`src/rtl/id_stage.sv`:
```
// RV32I instruction-decode stage: decodes the fetched word, resolves operands
// through the EX/MEM/WB forwarding network, and launches the ID/EX register.
module id_stage #(
    parameter int unsigned XLEN     = 32,
    parameter logic [31:0] RESET_PC = 32'h0000_0000
) (
    input  logic            clk,
    input  logic            rst_n,
    input  logic            if_valid,
    input  logic [31:0]     if_instr,
    input  logic [XLEN-1:0] if_pc,
    output logic            id_ready,
    input  logic            flush,
    output logic [4:0]      rs1_addr,
    output logic [4:0]      rs2_addr,
    input  logic [XLEN-1:0] rs1_data,
    input  logic [XLEN-1:0] rs2_data,
    input  logic            ex_ready,
    input  logic [XLEN-1:0] ex_result,
    input  logic            mem_reg_write,
    input  logic [4:0]      mem_rd_addr,
    input  logic [XLEN-1:0] mem_result,
    input  logic            wb_reg_write,
    input  logic [4:0]      wb_rd_addr,
    input  logic [XLEN-1:0] wb_data,
    output logic            idex_valid,
    output logic [XLEN-1:0] idex_pc,
    output logic [XLEN-1:0] idex_rs1_val,
    output logic [XLEN-1:0] idex_rs2_val,
    output logic [XLEN-1:0] idex_imm,
    output logic [4:0]      idex_rd_addr,
    output logic [6:0]      idex_opcode,
    output logic [2:0]      idex_funct3,
    output logic            idex_funct7b5,
    output logic            idex_reg_write,
    output logic            idex_mem_read,
    output logic            idex_mem_write,
    output logic            idex_illegal
);

    localparam logic [6:0] OP_LUI    = 7'b0110111;
    localparam logic [6:0] OP_AUIPC  = 7'b0010111;
    localparam logic [6:0] OP_JAL    = 7'b1101111;
    localparam logic [6:0] OP_JALR   = 7'b1100111;
    localparam logic [6:0] OP_BRANCH = 7'b1100011;
    localparam logic [6:0] OP_LOAD   = 7'b0000011;
    localparam logic [6:0] OP_STORE  = 7'b0100011;
    localparam logic [6:0] OP_IMM    = 7'b0010011;
    localparam logic [6:0] OP_OP     = 7'b0110011;

    // Priority: x0, then youngest in-flight writer, then register file.
    function automatic logic [XLEN-1:0] resolve_operand(
        input logic [4:0]      addr,
        input logic [XLEN-1:0] rf_val,
        input logic            ex_fwd,
        input logic [4:0]      ex_rd,
        input logic [XLEN-1:0] ex_val,
        input logic            mem_fwd,
        input logic [4:0]      mem_rd,
        input logic [XLEN-1:0] mem_val,
        input logic            wb_fwd,
        input logic [4:0]      wb_rd,
        input logic [XLEN-1:0] wb_val
    );
        logic [XLEN-1:0] res;
        if (addr == 5'd0) begin
            res = '0;
        end else if (ex_fwd && (ex_rd == addr)) begin
            res = ex_val;
        end else if (mem_fwd && (mem_rd == addr)) begin
            res = mem_val;
        end else if (wb_fwd && (wb_rd == addr)) begin
            res = wb_val;
        end else begin
            res = rf_val;
        end
        return res;
    endfunction

    logic [6:0]      opcode_s;
    logic [4:0]      rd_s;
    logic [XLEN-1:0] imm_s;
    logic            reg_write_s, mem_read_s, mem_write_s, illegal_s;
    logic            rs1_used_s, rs2_used_s;
    logic            ex_fwd_s, hazard_s, advance_s;
    logic [XLEN-1:0] rs1_val_s, rs2_val_s;

    logic            idex_valid_r;
    logic [XLEN-1:0] idex_pc_r, idex_rs1_val_r, idex_rs2_val_r, idex_imm_r;
    logic [4:0]      idex_rd_addr_r;
    logic [6:0]      idex_opcode_r;
    logic [2:0]      idex_funct3_r;
    logic            idex_funct7b5_r, idex_reg_write_r, idex_mem_read_r;
    logic            idex_mem_write_r, idex_illegal_r;

    assign opcode_s = if_instr[6:0];
    assign rd_s     = if_instr[11:7];
    assign rs1_addr = if_instr[19:15];
    assign rs2_addr = if_instr[24:20];

    // Immediate selection and control decode from the opcode.
    always_comb begin
        imm_s       = '0;
        reg_write_s = 1'b0;
        mem_read_s  = 1'b0;
        mem_write_s = 1'b0;
        illegal_s   = 1'b0;
        rs1_used_s  = 1'b1;
        rs2_used_s  = 1'b0;
        case (opcode_s)
            OP_LUI, OP_AUIPC: begin
                imm_s       = {if_instr[31:12], 12'h000};
                reg_write_s = 1'b1;
                rs1_used_s  = 1'b0;
            end
            OP_JAL: begin
                imm_s       = {{12{if_instr[31]}}, if_instr[19:12], if_instr[20],
                               if_instr[30:21], 1'b0};
                reg_write_s = 1'b1;
                rs1_used_s  = 1'b0;
            end
            OP_JALR, OP_IMM: begin
                imm_s       = {{20{if_instr[31]}}, if_instr[31:20]};
                reg_write_s = 1'b1;
            end
            OP_LOAD: begin
                imm_s       = {{20{if_instr[31]}}, if_instr[31:20]};
                reg_write_s = 1'b1;
                mem_read_s  = 1'b1;
            end
            OP_STORE: begin
                imm_s       = {{20{if_instr[31]}}, if_instr[31:25], if_instr[11:7]};
                mem_write_s = 1'b1;
                rs2_used_s  = 1'b1;
            end
            OP_BRANCH: begin
                imm_s       = {{20{if_instr[31]}}, if_instr[7], if_instr[30:25],
                               if_instr[11:8], 1'b0};
                rs2_used_s  = 1'b1;
            end
            OP_OP: begin
                reg_write_s = 1'b1;
                rs2_used_s  = 1'b1;
            end
            default: begin
                illegal_s   = 1'b1;
            end
        endcase
        if (rd_s == 5'd0) begin
            reg_write_s = 1'b0;
        end else begin
            reg_write_s = reg_write_s;
        end
    end

    // A load in ID/EX has no result yet, so it never forwards from EX.
    assign ex_fwd_s = idex_valid_r && idex_reg_write_r && !idex_mem_read_r;

    assign rs1_val_s = resolve_operand(rs1_addr, rs1_data, ex_fwd_s, idex_rd_addr_r, ex_result,
                                       mem_reg_write, mem_rd_addr, mem_result,
                                       wb_reg_write, wb_rd_addr, wb_data);
    assign rs2_val_s = resolve_operand(rs2_addr, rs2_data, ex_fwd_s, idex_rd_addr_r, ex_result,
                                       mem_reg_write, mem_rd_addr, mem_result,
                                       wb_reg_write, wb_rd_addr, wb_data);

    assign hazard_s  = if_valid && idex_valid_r && idex_mem_read_r && (idex_rd_addr_r != 5'd0) &&
                       ((rs1_used_s && (rs1_addr == idex_rd_addr_r)) ||
                        (rs2_used_s && (rs2_addr == idex_rd_addr_r)));
    assign advance_s = !idex_valid_r || ex_ready;
    assign id_ready  = flush || (advance_s && !hazard_s);

    // ID/EX register: flush, then load-use bubble, then advance, else hold.
    always_ff @(posedge clk or negedge rst_n) begin
        if (!rst_n) begin
            idex_valid_r     <= 1'b0;
            idex_pc_r        <= RESET_PC;
            idex_rs1_val_r   <= '0;
            idex_rs2_val_r   <= '0;
            idex_imm_r       <= '0;
            idex_rd_addr_r   <= 5'd0;
            idex_opcode_r    <= 7'd0;
            idex_funct3_r    <= 3'd0;
            idex_funct7b5_r  <= 1'b0;
            idex_reg_write_r <= 1'b0;
            idex_mem_read_r  <= 1'b0;
            idex_mem_write_r <= 1'b0;
            idex_illegal_r   <= 1'b0;
        end else if (flush) begin
            idex_valid_r     <= 1'b0;
        end else if (advance_s && hazard_s) begin
            idex_valid_r     <= 1'b0;
        end else if (advance_s) begin
            idex_valid_r     <= if_valid;
            idex_pc_r        <= if_pc;
            idex_rs1_val_r   <= rs1_val_s;
            idex_rs2_val_r   <= rs2_val_s;
            idex_imm_r       <= imm_s;
            idex_rd_addr_r   <= rd_s;
            idex_opcode_r    <= opcode_s;
            idex_funct3_r    <= if_instr[14:12];
            idex_funct7b5_r  <= if_instr[30];
            idex_reg_write_r <= reg_write_s;
            idex_mem_read_r  <= mem_read_s;
            idex_mem_write_r <= mem_write_s;
            idex_illegal_r   <= illegal_s;
        end
    end

    assign idex_valid     = idex_valid_r;
    assign idex_pc        = idex_pc_r;
    assign idex_rs1_val   = idex_rs1_val_r;
    assign idex_rs2_val   = idex_rs2_val_r;
    assign idex_imm       = idex_imm_r;
    assign idex_rd_addr   = idex_rd_addr_r;
    assign idex_opcode    = idex_opcode_r;
    assign idex_funct3    = idex_funct3_r;
    assign idex_funct7b5  = idex_funct7b5_r;
    assign idex_reg_write = idex_reg_write_r;
    assign idex_mem_read  = idex_mem_read_r;
    assign idex_mem_write = idex_mem_write_r;
    assign idex_illegal   = idex_illegal_r;

endmodule

```
`config.mk`:
```
export PLATFORM = sky130hd
export DESIGN_NAME = id_stage
export DESIGN_NICKNAME = d
export VERILOG_FILES = /design/src/rtl/id_stage.sv
export SDC_FILE = /design/constraint.sdc
export NUM_CORES = 1
export LEC_CHECK = 0
export ABC_CLOCK_PERIOD_IN_PS = 3800
export CORE_MARGIN = 1
export CORE_UTILIZATION = 30
export CTS_CLUSTER_SIZE = 28
export DETAILED_ROUTE_END_ITERATION = 10
export GPL_TIMING_DRIVEN = 0
export SYNTH_ARGS = -nofsm -noshare
export SYNTH_HDL_FRONTEND = slang
export SYNTH_SLANG_ARGS = --single-unit
```
`constraint.sdc`:
```
create_clock -name clk -period 3.8 [get_ports clk]
set_clock_uncertainty 0.2 [all_clocks]
set_input_delay 0.76 -clock clk [delete_from_list [all_inputs] [get_ports clk]]
set_output_delay 0.76 -clock clk [all_outputs]
set_load 0.02 [all_outputs]
```
==> metrics.txt <==
status finished, final reports clean; Synth-to-Final Area Change 56.82%; Final setup viols 0; post-layout util 47.94%; CTS Buf Count 17; CP cell instances dlygate4sd2_1, xor2_1, or2_2, nor4_4, clkbuf_8, nor2_1, a21o_1, clkdlybuf4s15_2; met2 usage 40.97%; final hold vios 0; # Max-Cap Violations 0; Slowest cell on crit path dlygate4sd2_1; Worst EP required 2840 ps; Initial DRT Pass Iterations 6; Slew Viols, Final 0; Hold Path Class reg -> reg; CP max stage delay 360 ps; Routed Wire Length 39.82 mm; Max clock buf depth 2; final setup margin 159.1 ps; post-route clock period utilization 95.81%; Total Routing Usage GR 25.81%; first-pass GRT wire length 60.31 mm; Yosys Warn Count 0; Post-synth EDFFs 0; P_leak 0.005599 µW; Slew headroom 10.16%; Yosys cell types 52; Post-Syn Area 9061 µm²; CTS tree yes; Net count, final 1604; crit-path max FO 6; M3 GR Usage 5.411%; CP arrival 2680 ps; Post-Synthesis Cells 947; Avg Inst Size Synth 9.568 µm²; DRC violations left 0; Clock transition at path regs 70 ps; Vias 9459; Worst-Skew Late Latency 430 ps; Vias/cell 5.347; IO Pins 401; Starting Density 30.57%; Critical Path Source Type input port; register area 3729 µm²; gr ovfl total 0; clock root buffer clkbuf_16; initial antenna violation count 3; CP Capture Type output pin; Die Height 175.8 µm; Port Buffer Count 391; Most Used Layer, Global Route met2; Power Total 5109 µW; worst slack, placed -1689 ps; post-synthesis sequential area ratio 41.15%; Period minus WS final 3641 ps; DIE AREA 30900 µm²; Die W 175.8 µm; worst-margin pin slew 1336 ps; DP HPWL 30.03 mm; syn nets 1188; gpl congestion 0.9050; CORE AREA 29640 µm²; Synth Register Bits 149; RSZ-0062 raised after global routing false; FFs w/ async S/R, synth 100.0%; DRT iter0 DRCs 747; Global Route met1 Usage 34.60%; CTS sink count 149; PD cells 359.5 nW/µm²; pin count of the biggest net entering global routing 112; Filler cells 2859; htree depth 4; CP Class in -> out; area of the multi-input gates 4841 µm²; layout cells sized above 1 11.34%; WL/cell 22.51 µm; vias in the first global route 9749; prevailing post-synth register cell dfrtp_1; row count 63; Sum Neg Setup Slack 0 ps; antenna-violating nets left 0; FMAX 274.7 MHz; VDD IR max 0.2343 mV
[critical path: cells and delay by family]
kind | cells | cell delay (ps)
buffers and inverters | 3 | 830
AND/OR/NAND/NOR | 3 | 700
XOR/XNOR | 1 | 210
AO/OA/AOI/OAI | 1 | 180
[report_power, final]
| part | switching, µW | total [µW] | internal, µW |
|---|---|---|---|
| Combinational | 740 | 1480 | 741 |
| Clock | 889 | 1780 | 894 |
| Sequential | 97.6 | 1850 | 1750 |
| Total | 1730 | 5110 | 3380 |
[Yosys cell counts (3+ instances only)]
library cell | instances | area (µm²)
a21boi_0 | 53 | 397.9
a21boi_1 | 11 | 82.58
a21o_1 | 13 | 97.59
a21oi_1 | 13 | 65.06
a22o_1 | 5 | 43.79
and2_1 | 4 | 25.02
and3_1 | 64 | 400.4
buf_2 | 8 | 40.04
buf_4 | 14 | 105.1
buf_6 | 4 | 45.04
clkbuf_1 | 82 | 307.8
dfrtp_1 | 149 | 3729
inv_1 | 10 | 37.54
mux2_2 | 66 | 743.2
mux2i_1 | 9 | 90.09
nand2_1 | 76 | 285.3
nand3_1 | 4 | 20.02
nand3b_1 | 33 | 247.7
nand4b_1 | 3 | 26.28
nor2_1 | 12 | 45.04
nor2b_1 | 3 | 18.77
nor4_1 | 5 | 31.28
o211ai_1 | 55 | 412.9
o211ai_2 | 9 | 112.6
o21ai_0 | 76 | 380.4
o31ai_1 | 72 | 540.5
or3_1 | 36 | 225.2
xnor2_1 | 16 | 140.1
xor2_1 | 14 | 122.6
[final timing paths]
| path | slack (ps) | from | cells past startpoint | endpoint |
|---|---|---|---|---|
| setup reg to reg | 590 | idex_rd_addr[1] | 8 | idex_imm[29] |
| hold / removal | 290 | idex_imm[30] | 1 | idex_imm[30] |
| min in group asynchronous | 580 | rst_n | 2 | idex_pc[18] |
| max in group asynchronous | 1860 | rst_n | 3 | idex_rs1_val[0] |
| hold reg to reg | 290 | idex_imm[30] | 1 | idex_imm[30] |
| setup / recovery | 160 | if_instr[15] | 8 | id_ready |
[per-layer routing]
layer,share of wire (%),vias up
li1,-,4322
met1,44,4654
met2,47,427
met3,7.2,56
met4,2.5,0
met5,0,-
[state kept, by name, summed over array words and instances, names as in the netlist]
name,flops
idex_mem_read,1
idex_rd_addr,5
idex_valid,1
idex_mem_write,1
idex_funct3,3
idex_illegal,1
idex_rs1_val,32
idex_pc,32
idex_opcode,7
idex_reg_write,1
idex_imm,32
idex_funct7b5,1
idex_rs2_val,32
[placed cells by master, fill, tap and decap left out, types with 53 or more instances in the layout]
cell type          n
o211ai_1          55
mux2_2            66
clkbuf_1          79
clkdlybuf4s50_1  384
a21boi_0          53
o21ai_0           76
nand2_1           76
o31ai_1           72
dfrtp_1          149
and3_1            64
[area by class of cell]
class / count / share of cell area (%)
multi-input combinational: 679 / 34.07
sequential: 149 / 26.24
clock buffer: 17 / 2.994
buffer: 108 / 3.584
inverter: 10 / 0.2642
tap: 390 / 3.434
antenna: 3 / 0.05283
clock inverter: 15 / 1.268
timing repair buffer: 398 / 28.10
[metrics by stage]
step                      instances  instance area [µm²]  hold slack, ps
after floorplan                 947                 9061           264.4
after global placement         1728                13460           268.9
after detailed placement       1732                13540           279.8
after CTS                      1766                14190           296.2
after global routing           1769                14210           309.2
final                          1769                14210           292.8
[logic make-up after synthesis]
family,after synthesis,synth area share (%)
DFF,149,41.15
AOI/OAI and AO/OA,317,24.61
muxes,77,9.445
buffers and inverters,119,5.951
xor gates and xnor gates,30,2.900
and+or+nand+nor,255,15.95
[what timing repair did]
item,4_1_cts,5_1_grt
setup endpoints to repair,3,1
setup buffers,2,0
gates resized for setup,13,4
pin swaps,1,0
gates cloned,0,0
hold buffers,1,0
hold endpoints to repair,5,0
No activity file was read; power rests on OpenSTA's default activity.
